File: src/rtl/mult_acc_seq.sv
// mult_acc_seq
// Streams LEN unsigned 32x32 operand pairs into an external registered
// multiplier (one-cycle latency, CE-gated, synchronous SCLR) and sums the
// returned 64-bit products into an ACC_W-bit accumulator. The dot-product
// is presented on a valid/ready output together with a sticky overflow flag.
//
// Ports:
//   CLK, RSTN            clock (rising edge), asynchronous active-low reset
//   START, LEN           begin a vector of LEN pairs (sampled only when idle)
//   IN_VALID, IN_READY   operand-pair handshake; IN_A, IN_B operands
//   MUL_A, MUL_B         operands to the multiplier (combinational pass-through)
//   MUL_CE, MUL_SCLR     multiplier clock enable / synchronous clear
//   MUL_P                registered product returned by the multiplier
//   OUT_VALID, OUT_READY result handshake; OUT_SUM result, OUT_OVF sticky carry
//   BUSY                 high whenever a vector is in progress or unread
module mult_acc_seq #(
  parameter int ACC_W = 72,
  parameter int LEN_W = 16
) (
  input  logic             CLK,
  input  logic             RSTN,
  input  logic             START,
  input  logic [LEN_W-1:0] LEN,
  input  logic             IN_VALID,
  output logic             IN_READY,
  input  logic [31:0]      IN_A,
  input  logic [31:0]      IN_B,
  output logic [31:0]      MUL_A,
  output logic [31:0]      MUL_B,
  output logic             MUL_CE,
  output logic             MUL_SCLR,
  input  logic [63:0]      MUL_P,
  output logic             OUT_VALID,
  input  logic             OUT_READY,
  output logic [ACC_W-1:0] OUT_SUM,
  output logic             OUT_OVF,
  output logic             BUSY
);

  typedef enum logic [1:0] {
    IDLE  = 2'd0,
    RUN   = 2'd1,
    DRAIN = 2'd2,
    DONE  = 2'd3
  } state_t;

  state_t           state_r;
  state_t           state_nxt_s;
  logic [LEN_W-1:0] count_r;
  logic [ACC_W-1:0] acc_r;
  logic             ovf_r;
  logic             iss_d_r;   // a product was issued last cycle and is now on MUL_P
  logic             beat_s;
  logic             start_s;
  logic [ACC_W:0]   sum_s;     // one extra bit to capture the carry out

  assign beat_s  = IN_VALID & (state_r == RUN);
  assign start_s = START & (state_r == IDLE);
  assign sum_s   = {1'b0, acc_r} + {{(ACC_W + 1 - 64){1'b0}}, MUL_P};

  assign MUL_A     = IN_A;
  assign MUL_B     = IN_B;
  assign MUL_CE    = beat_s;
  // Held low while in reset so the multiplier is not cleared by a stray START.
  assign MUL_SCLR  = start_s & RSTN;
  assign IN_READY  = (state_r == RUN);
  assign OUT_VALID = (state_r == DONE);
  assign BUSY      = (state_r != IDLE);
  assign OUT_SUM   = acc_r;
  assign OUT_OVF   = ovf_r;

  // Next-state decode for the vector sequencer.
  always_comb begin
    state_nxt_s = state_r;
    case (state_r)
      IDLE: begin
        if (start_s) begin
          state_nxt_s = (LEN == {LEN_W{1'b0}}) ? DONE : RUN;
        end else begin
          state_nxt_s = IDLE;
        end
      end
      RUN: begin
        if (beat_s && (count_r == LEN_W'(1))) begin
          state_nxt_s = DRAIN;
        end else begin
          state_nxt_s = RUN;
        end
      end
      DRAIN: begin
        // The final product is being accumulated this cycle.
        state_nxt_s = DONE;
      end
      DONE: begin
        if (OUT_READY) begin
          state_nxt_s = IDLE;
        end else begin
          state_nxt_s = DONE;
        end
      end
      default: begin
        state_nxt_s = IDLE;
      end
    endcase
  end

  // State register.
  always_ff @(posedge CLK or negedge RSTN) begin
    if (!RSTN) begin
      state_r <= IDLE;
    end else begin
      state_r <= state_nxt_s;
    end
  end

  // Remaining-pair counter and issue flag.
  always_ff @(posedge CLK or negedge RSTN) begin
    if (!RSTN) begin
      count_r <= {LEN_W{1'b0}};
      iss_d_r <= 1'b0;
    end else begin
      iss_d_r <= beat_s;
      if (start_s) begin
        count_r <= LEN;
      end else if (beat_s) begin
        count_r <= count_r - LEN_W'(1);
      end else begin
        count_r <= count_r;
      end
    end
  end

  // Accumulator and sticky overflow; keyed on iss_d only, so a held MUL_P
  // between beats is never added twice.
  always_ff @(posedge CLK or negedge RSTN) begin
    if (!RSTN) begin
      acc_r <= {ACC_W{1'b0}};
      ovf_r <= 1'b0;
    end else if (start_s) begin
      acc_r <= {ACC_W{1'b0}};
      ovf_r <= 1'b0;
    end else if (iss_d_r) begin
      acc_r <= sum_s[ACC_W-1:0];
      ovf_r <= ovf_r | sum_s[ACC_W];
    end else begin
      acc_r <= acc_r;
      ovf_r <= ovf_r;
    end
  end

endmodule

File: config.mk
export PLATFORM = sky130hd
export DESIGN_NAME = mult_acc_seq
export DESIGN_NICKNAME = d
export VERILOG_FILES = /design/src/rtl/mult_acc_seq.sv
export SDC_FILE = /design/constraint.sdc
export NUM_CORES = 1
export LEC_CHECK = 0
export BUFFER_PORTS_ARGS = -buffer_cell sky130_fd_sc_hd__clkbuf_2
export CAP_MARGIN = 15
export CORE_MARGIN = 10
export CORE_UTILIZATION = 50
export CTS_CLUSTER_DIAMETER = 200
export DETAILED_ROUTE_END_ITERATION = 8
export PLACE_DENSITY = 0.8
export SYNTH_ARGS = -nofsm -noshare
export SYNTH_HDL_FRONTEND = slang
export SYNTH_SLANG_ARGS = --single-unit
File: constraint.sdc
create_clock -name CLK -period 5.3 [get_ports CLK]
set_input_delay 0 -clock CLK [delete_from_list [all_inputs] [get_ports CLK]]
set_output_delay 0 -clock CLK [all_outputs]
set_load 0.1 [all_outputs]
==> results.tsv, run 1 <==
metric	value	unit
synth_area_leaders	dfrtp_1 28%, ha_1 9.9%, buf_4 5.8%	
fin_area	9180	um2
cts-root-buf	clkbuf_16	
grt_usage	0.217	
start_util	0.506	
crit_path_start	OUT_SUM[0]	
cts.sinks	92	
grt_max_degree	55	
layout.nets	1324	
drt_iter0_drc	643	
viasPerCell	6.00	
ff_latch_area	2300	um2
fillCellCount	1505	
crit_path_end	OUT_SUM[62]	
outcome	completed	
fmax	299	MHz
r2r_cells	13	
cts_buffers	9	
htreeDepth	3	
die_w	149	um
grt_overflow	0	
dp_hpwl	18700	um
synth.yosys.seq_area_share	0.277	
totalWireLength	24900	um
grt_pass1_wl	39800	um
drt.antenna.violating_nets	0	
cp_common_cell	a21oi_1	
cts_tree	yes	
final_layout_size_suffix_gt1_frac	0.185	
slowest_delay	0.44	ns
port_buffers	162	
yosysTopAreaCell	dfrtp_1	
cts_resized	0	
worst_slew_pin_slew	1.01	ns
min_period_over_period	0.630	
layout_commonest_cell	clkbuf_2	
antenna_cells	0	
synth-main-ff-cell	dfrtp_1	
syn_nets	1240	
slew_viol_final	0	
slew_headroom	0.330	
yosys_warnings	0	
layout_common_cells	161 x clkbuf_2, 114 x nand2_1, 93 x nor2_1	
multi_input_area	5210	um2
syn-instance-count	1024	
finalSetupTns	0	ns
cap_violations	0	
rsz0062_at_grt	no	
ys_seq_elements	92	
hold_path.class	primary input to output port	
critPathRequiredTime	5.57	ns
clk_latency	0.36	ns
dpl_cell_area	8720	um2
synth_top_area_frac	0.277	
hold_viol	0	
drc	0	
fin_crit	3.34	ns
grt_pass1_vias	7877	
clkTransAtPathRegs	0.07	ns
start_kind	flip-flop	
r2r-start	OUT_SUM[0]	
synth_area	8300	um2
num_vias	8002	
r2r_setup_slack	1.96	ns
end_kind	flip-flop	
syn2layout_area_growth	10.5	%
wire_per_inst	18.7	um
ctsLongestPathBuffers	2	
yosysUniqueCellTypes	72	
cp_data_arrival_time	3.61	ns
antenna_found_initial	0	
dr.pass1.iters	5	
ys_async_sr_fraction	1.00	
crit_fanout	3	
synth_edf_count	0	
slowest_stage	a31oi_1	
pin_count	291	
rows	47	
critPathKind	flip-flop to flip-flop	
syn_avg_cell_area	8.11	um2
die_h	149	um
worstPathCellList	ha_1 -> inv_1 -> fa_1 -> nor2b_1 -> o311ai_1 -> a21oi_1 -> o21ai_1 -> a211oi_2 -> o31ai_2 -> a31oi_1 -> a21oi_1 -> xor2_1 -> o21ai_0	
core_area	16400	um2
finalWeightedCongestion	0.999	
setup_viol	0	
cts_setup_buffers	0	
clock_skew	0.00893	ns
dieArea	22200	um2
reg2reg_to	OUT_SUM[62]	
==> worst min path at each step <==
stage / start / end / slack [ns] / depth (start not counted)
finish: IN_B[25] / MUL_B[25] / 0.00004 / 0
global route: IN_B[1] / MUL_B[1] / 0.0001 / 0
CTS: IN_A[10] / MUL_A[10] / 0.0007 / 0
detailed placement: IN_A[10] / MUL_A[10] / 0.0007 / 0
global placement: IN_A[10] / MUL_A[10] / 0.0007 / 0
floorplan: RSTN / OUT_OVF / -0.30 / 0
==> registers in the layout, summed over array words and instances, names as in the netlist <==
register,flops
count_r,16
OUT_SUM,72
state_r,2
OUT_OVF,1
iss_d_r,1
==> layer usage <==
layer  routed length, um  global-route usage  vias up  share of wire
li1                    -                   -     3828              -
met1               11100               0.279     3800           0.45
met2               11500               0.352      312           0.46
met3                1730              0.0470       62          0.069
met4                 546              0.0815        0          0.022
met5                   0                   0        -              0
==> per-stage QoR <==
step,utilization,setup WS [ns],hold WS [ns],instances
finish,0.560,1.96,0.0000385,1333
global route,0.560,1.68,0.000143,1333
CTS,0.560,2.01,0.000681,1333
detailed placement,0.531,2.02,0.000681,1299
global placement,0.531,2.14,0.000681,1299
floorplan,-,1.35,-0.296,1024
==> Yosys cell counts, drive strengths merged (3+ instances only) <==
library cell  count
clkbuf           26
nand3            29
mux2i            31
a41oi             3
o21ai            72
ha               66
o311ai            4
a32oi             3
o211ai            8
nor2b             6
a21o             25
a211oi            8
xnor2            34
nor4              9
a221oi            5
a22oi             4
inv              20
and2              6
dfrtp            92
xor2             21
or2               3
a21oi            98
a21boi            5
nor3             27
a31oi            10
o21a             13
nand2           114
a221o             7
o22ai             6
buf              87
nand4            18
nor2             93
o21bai           12
nand2b            7
and3              6
nor3b             3
or3              14
o31ai             6
==> cells by family (layout without fill, tap and decap cells) <==
logic type      Yosys count  count (layout)  share of synthesized area
compound gates          304             304                      0.237
xor+xnor                 55              55                     0.0580
fa+ha+maj                67              67                      0.102
buf+inv                 133             222                     0.0958
flops                    92              92                      0.277
mux                      32              32                     0.0387
simple gates            341             341                      0.191
==> layout make-up <==
cell class	instances	share of cell area
Clock buffer	11	0.0264
Clock inverter	5	0.00409
Inverter	20	0.00818
Multi-Input combinational cell	799	0.567
Sequential cell	92	0.251
Tap cell	220	0.0300
Timing Repair Buffer	186	0.113
==> worst max-delay path, delay by kind of cell (launching register included) <==
| family | cells | cell delay, ns |
|---|---|---|
| xor gates and xnor gates | 1 | 0.16 |
| buffers and inverters | 1 | 0.05 |
| adders and majority gates | 2 | 0.57 |
| and+or+nand+nor | 1 | 0.19 |
| AOI/OAI and AO/OA | 8 | 1.90 |
| DFF | 1 | 0.38 |
==> timing repair <==
| item | 4_1_cts | 5_1_grt |
|---|---|---|
| endpoints found under the setup margin | 0 | 0 |
| endpoints found under the hold margin | 70 | 0 |
| hold buffers | 18 | 0 |
Power of run 1 is not shown: default switching activity piles up to over one toggle a cycle in this logic, so the estimate is an artifact.
==> inputs of run 2 (changes only) <==
- CORE_UTILIZATION: 50 -> 47
- PLACE_DENSITY: 0.8 -> 0.79
- clock period: 5.3 -> 2.98 ns (I/O delays scaled with it)
==> run 2 against run 1 <==
Effect of this change: the run now ends with negative setup slack left; hold slack about the same; clock skew up 0.0058 ns; clock-buffer cell count down 1; first-iteration DRC count down 1.2%; non-clock buffer count up 101; critical path type unchanged.
==> results.tsv, run 2 (same netlist as run 1, synthesis figures left out) <==
metric	value	unit
die_h	153	um
slowest_stage	dfrtp_4	
cap_violations	0	
cts_buffers	9	
finalWeightedCongestion	0.940	
antenna_found_initial	1	
fillCellCount	1447	
multi_input_area	5830	um2
wire_per_inst	18.8	um
crit_fanout	5	
wl_met1	11800	um
dr.pass1.iters	5	
fin_crit	3.02	ns
hold_path.class	primary input to output port	
outcome	complete, but fails checks	
hold_depth	0	
violations	negative setup slack	
die_w	153	um
setup_viol	3	
r2r_cells	13	
fin_ws	-0.0415	ns
layout_common_cells	162 x clkbuf_2, 111 x nand2_1, 106 x buf_4	
drt.antenna.violating_nets	0	
rows	48	
grt_usage	0.215	
pin_count	291	
largest_reg_flops	72	
r2r-start	OUT_SUM[0]	
dp_cells	1391	
routed-wl-met3	1960	um
reg2reg_to	OUT_SUM[70]	
worstPathCellList	ha_4 -> inv_2 -> fa_2 -> nor2b_4 -> o311ai_4 -> a21oi_2 -> o21ai_4 -> a211oi_4 -> o31ai_4 -> o211ai_2 -> a21boi_4 -> or3_4 -> a21oi_2	
clkTransAtPathRegs	0.07	ns
post-route-util	0.621	
cts_tree	yes	
drt_iter0_drc	635	
grt_max_degree	63	
drc	0	
ff_latch_area	2410	um2
worst_slew_pin_slew	0.821	ns
critical-path-top-delay-family	compound AO/OA/AOI/OAI gates	
final_cell_count_no_fill	1439	
rsz0062_at_grt	yes	
slowest_delay	0.43	ns
ctsLongestPathBuffers	2	
slew_headroom	0.453	
min_period_over_period	1.01	
dieArea	23400	um2
viasPerCell	5.87	
num_vias	8451	
path_buf_inv	1	
final_layout_size_suffix_gt1_frac	0.357	
grt_overflow	0	
critPathKind	flip-flop to flip-flop	
highest_layer	met5	
hold_viol	0	
dp_hpwl	20200	um
cp_common_cell	a21oi_2	
critPathRequiredTime	3.28	ns
clk_latency	0.37	ns
htreeDepth	3	
cts.sinks	92	
hold_start	IN_A[0]	
layout.nets	1425	
core_area	17300	um2
place_ws	-0.176	ns
clock_skew	0.0147	ns
layout_commonest_cell	clkbuf_2	
antenna_cells	0	
min_to	MUL_A[0]	
fmax	331	MHz
syn2layout_area_growth	29.4	%
cts-root-buf	clkbuf_16	
slew_viol_final	0	
start_util	0.480	
port_buffers	162	
wl_met2	12500	um
totalWireLength	27000	um
end_kind	flip-flop	
grt_pass1_vias	8220	
cp_data_arrival_time	3.32	ns
grt_pass1_wl	42500	um
start_kind	flip-flop	
r2r_setup_slack	-0.04	ns
==> run 2: changes by cell type in the layout (fill, tap and decap cells not counted), moves of 13 or more <==
| cell | delta |
|---|---|
| a21oi_1 | -13 |
| buf_4 | +99 |
| dfrtp_1 | -48 |
| dfrtp_2 | +28 |
| dfrtp_4 | +20 |
| ha_1 | -25 |
| ha_4 | +21 |
==> run 2: area by class of cell <==
cell class / instances / area share
Multi-Input combinational cell: 799 / 0.542
Clock buffer: 10 / 0.0213
Timing Repair Buffer: 287 / 0.167
Sequential cell: 92 / 0.225
Clock inverter: 6 / 0.0111
Tap cell: 225 / 0.0262
Inverter: 20 / 0.00699
==> run 2: worst register-to-register path: stages, from the launching register on <==
cell and delay [ns]:
dfrtp_4 0.43, ha_4 0.14, inv_2 0.03, fa_2 0.36, nor2b_4 0.16, o311ai_4 0.10
a21oi_2 0.24, o21ai_4 0.11, a211oi_4 0.37, o31ai_4 0.13, o211ai_2 0.29, a21boi_4 0.12
or3_4 0.34, a21oi_2 0.13
==> run 2: how the worst max path moves through the flow <==
stage / from / end / slack (ns) / cells after the start
6_report: OUT_SUM[0] / OUT_SUM[70] / -0.04 / 13
5_1_grt: OUT_SUM[0] / OUT_SUM[64] / -0.12 / 13
3_5_place_dp: OUT_SUM[0] / OUT_SUM[60] / -0.18 / 14
2_1_floorplan: OUT_SUM[55] / OUT_SUM[63] / 0.001 / 10
3_3_place_gp: OUT_SUM[0] / OUT_SUM[56] / -0.13 / 14
4_1_cts: OUT_SUM[8] / OUT_SUM[29] / 0.001 / 12
==> run 2: stage by stage <==
| stage | hold slack (ns) | TNS, ns | instance area [um2] |
|---|---|---|---|
| 6_report | 0.0000279 | -0.110 | 10700 |
| 5_1_grt | 0.000143 | -1.38 | 10700 |
| 4_1_cts | 0.000681 | 0 | 10300 |
| 3_3_place_gp | -0.0353 | -0.992 | 9630 |
| 2_1_floorplan | -0.296 | 0 | 8550 |
| 3_5_place_dp | -0.0313 | -1.72 | 9630 |
==> run 2: layer usage <==
metal,vias up,global-route usage
li1,4012,-
met1,4018,0.275
met2,364,0.349
met3,55,0.0443
met4,2,0.0795
met5,-,0
==> run 2: what timing repair did <==
| action | CTS | global route |
|---|---|---|
| gates resized for setup | 25 | 75 |
| hold endpoints to repair | 48 | 0 |
| setup buffers | 3 | 13 |
| pin swaps | 9 | 36 |
| hold buffers | 18 | 0 |
| setup endpoints to repair | 23 | 41 |
Power of run 2 is left out for the same reason.
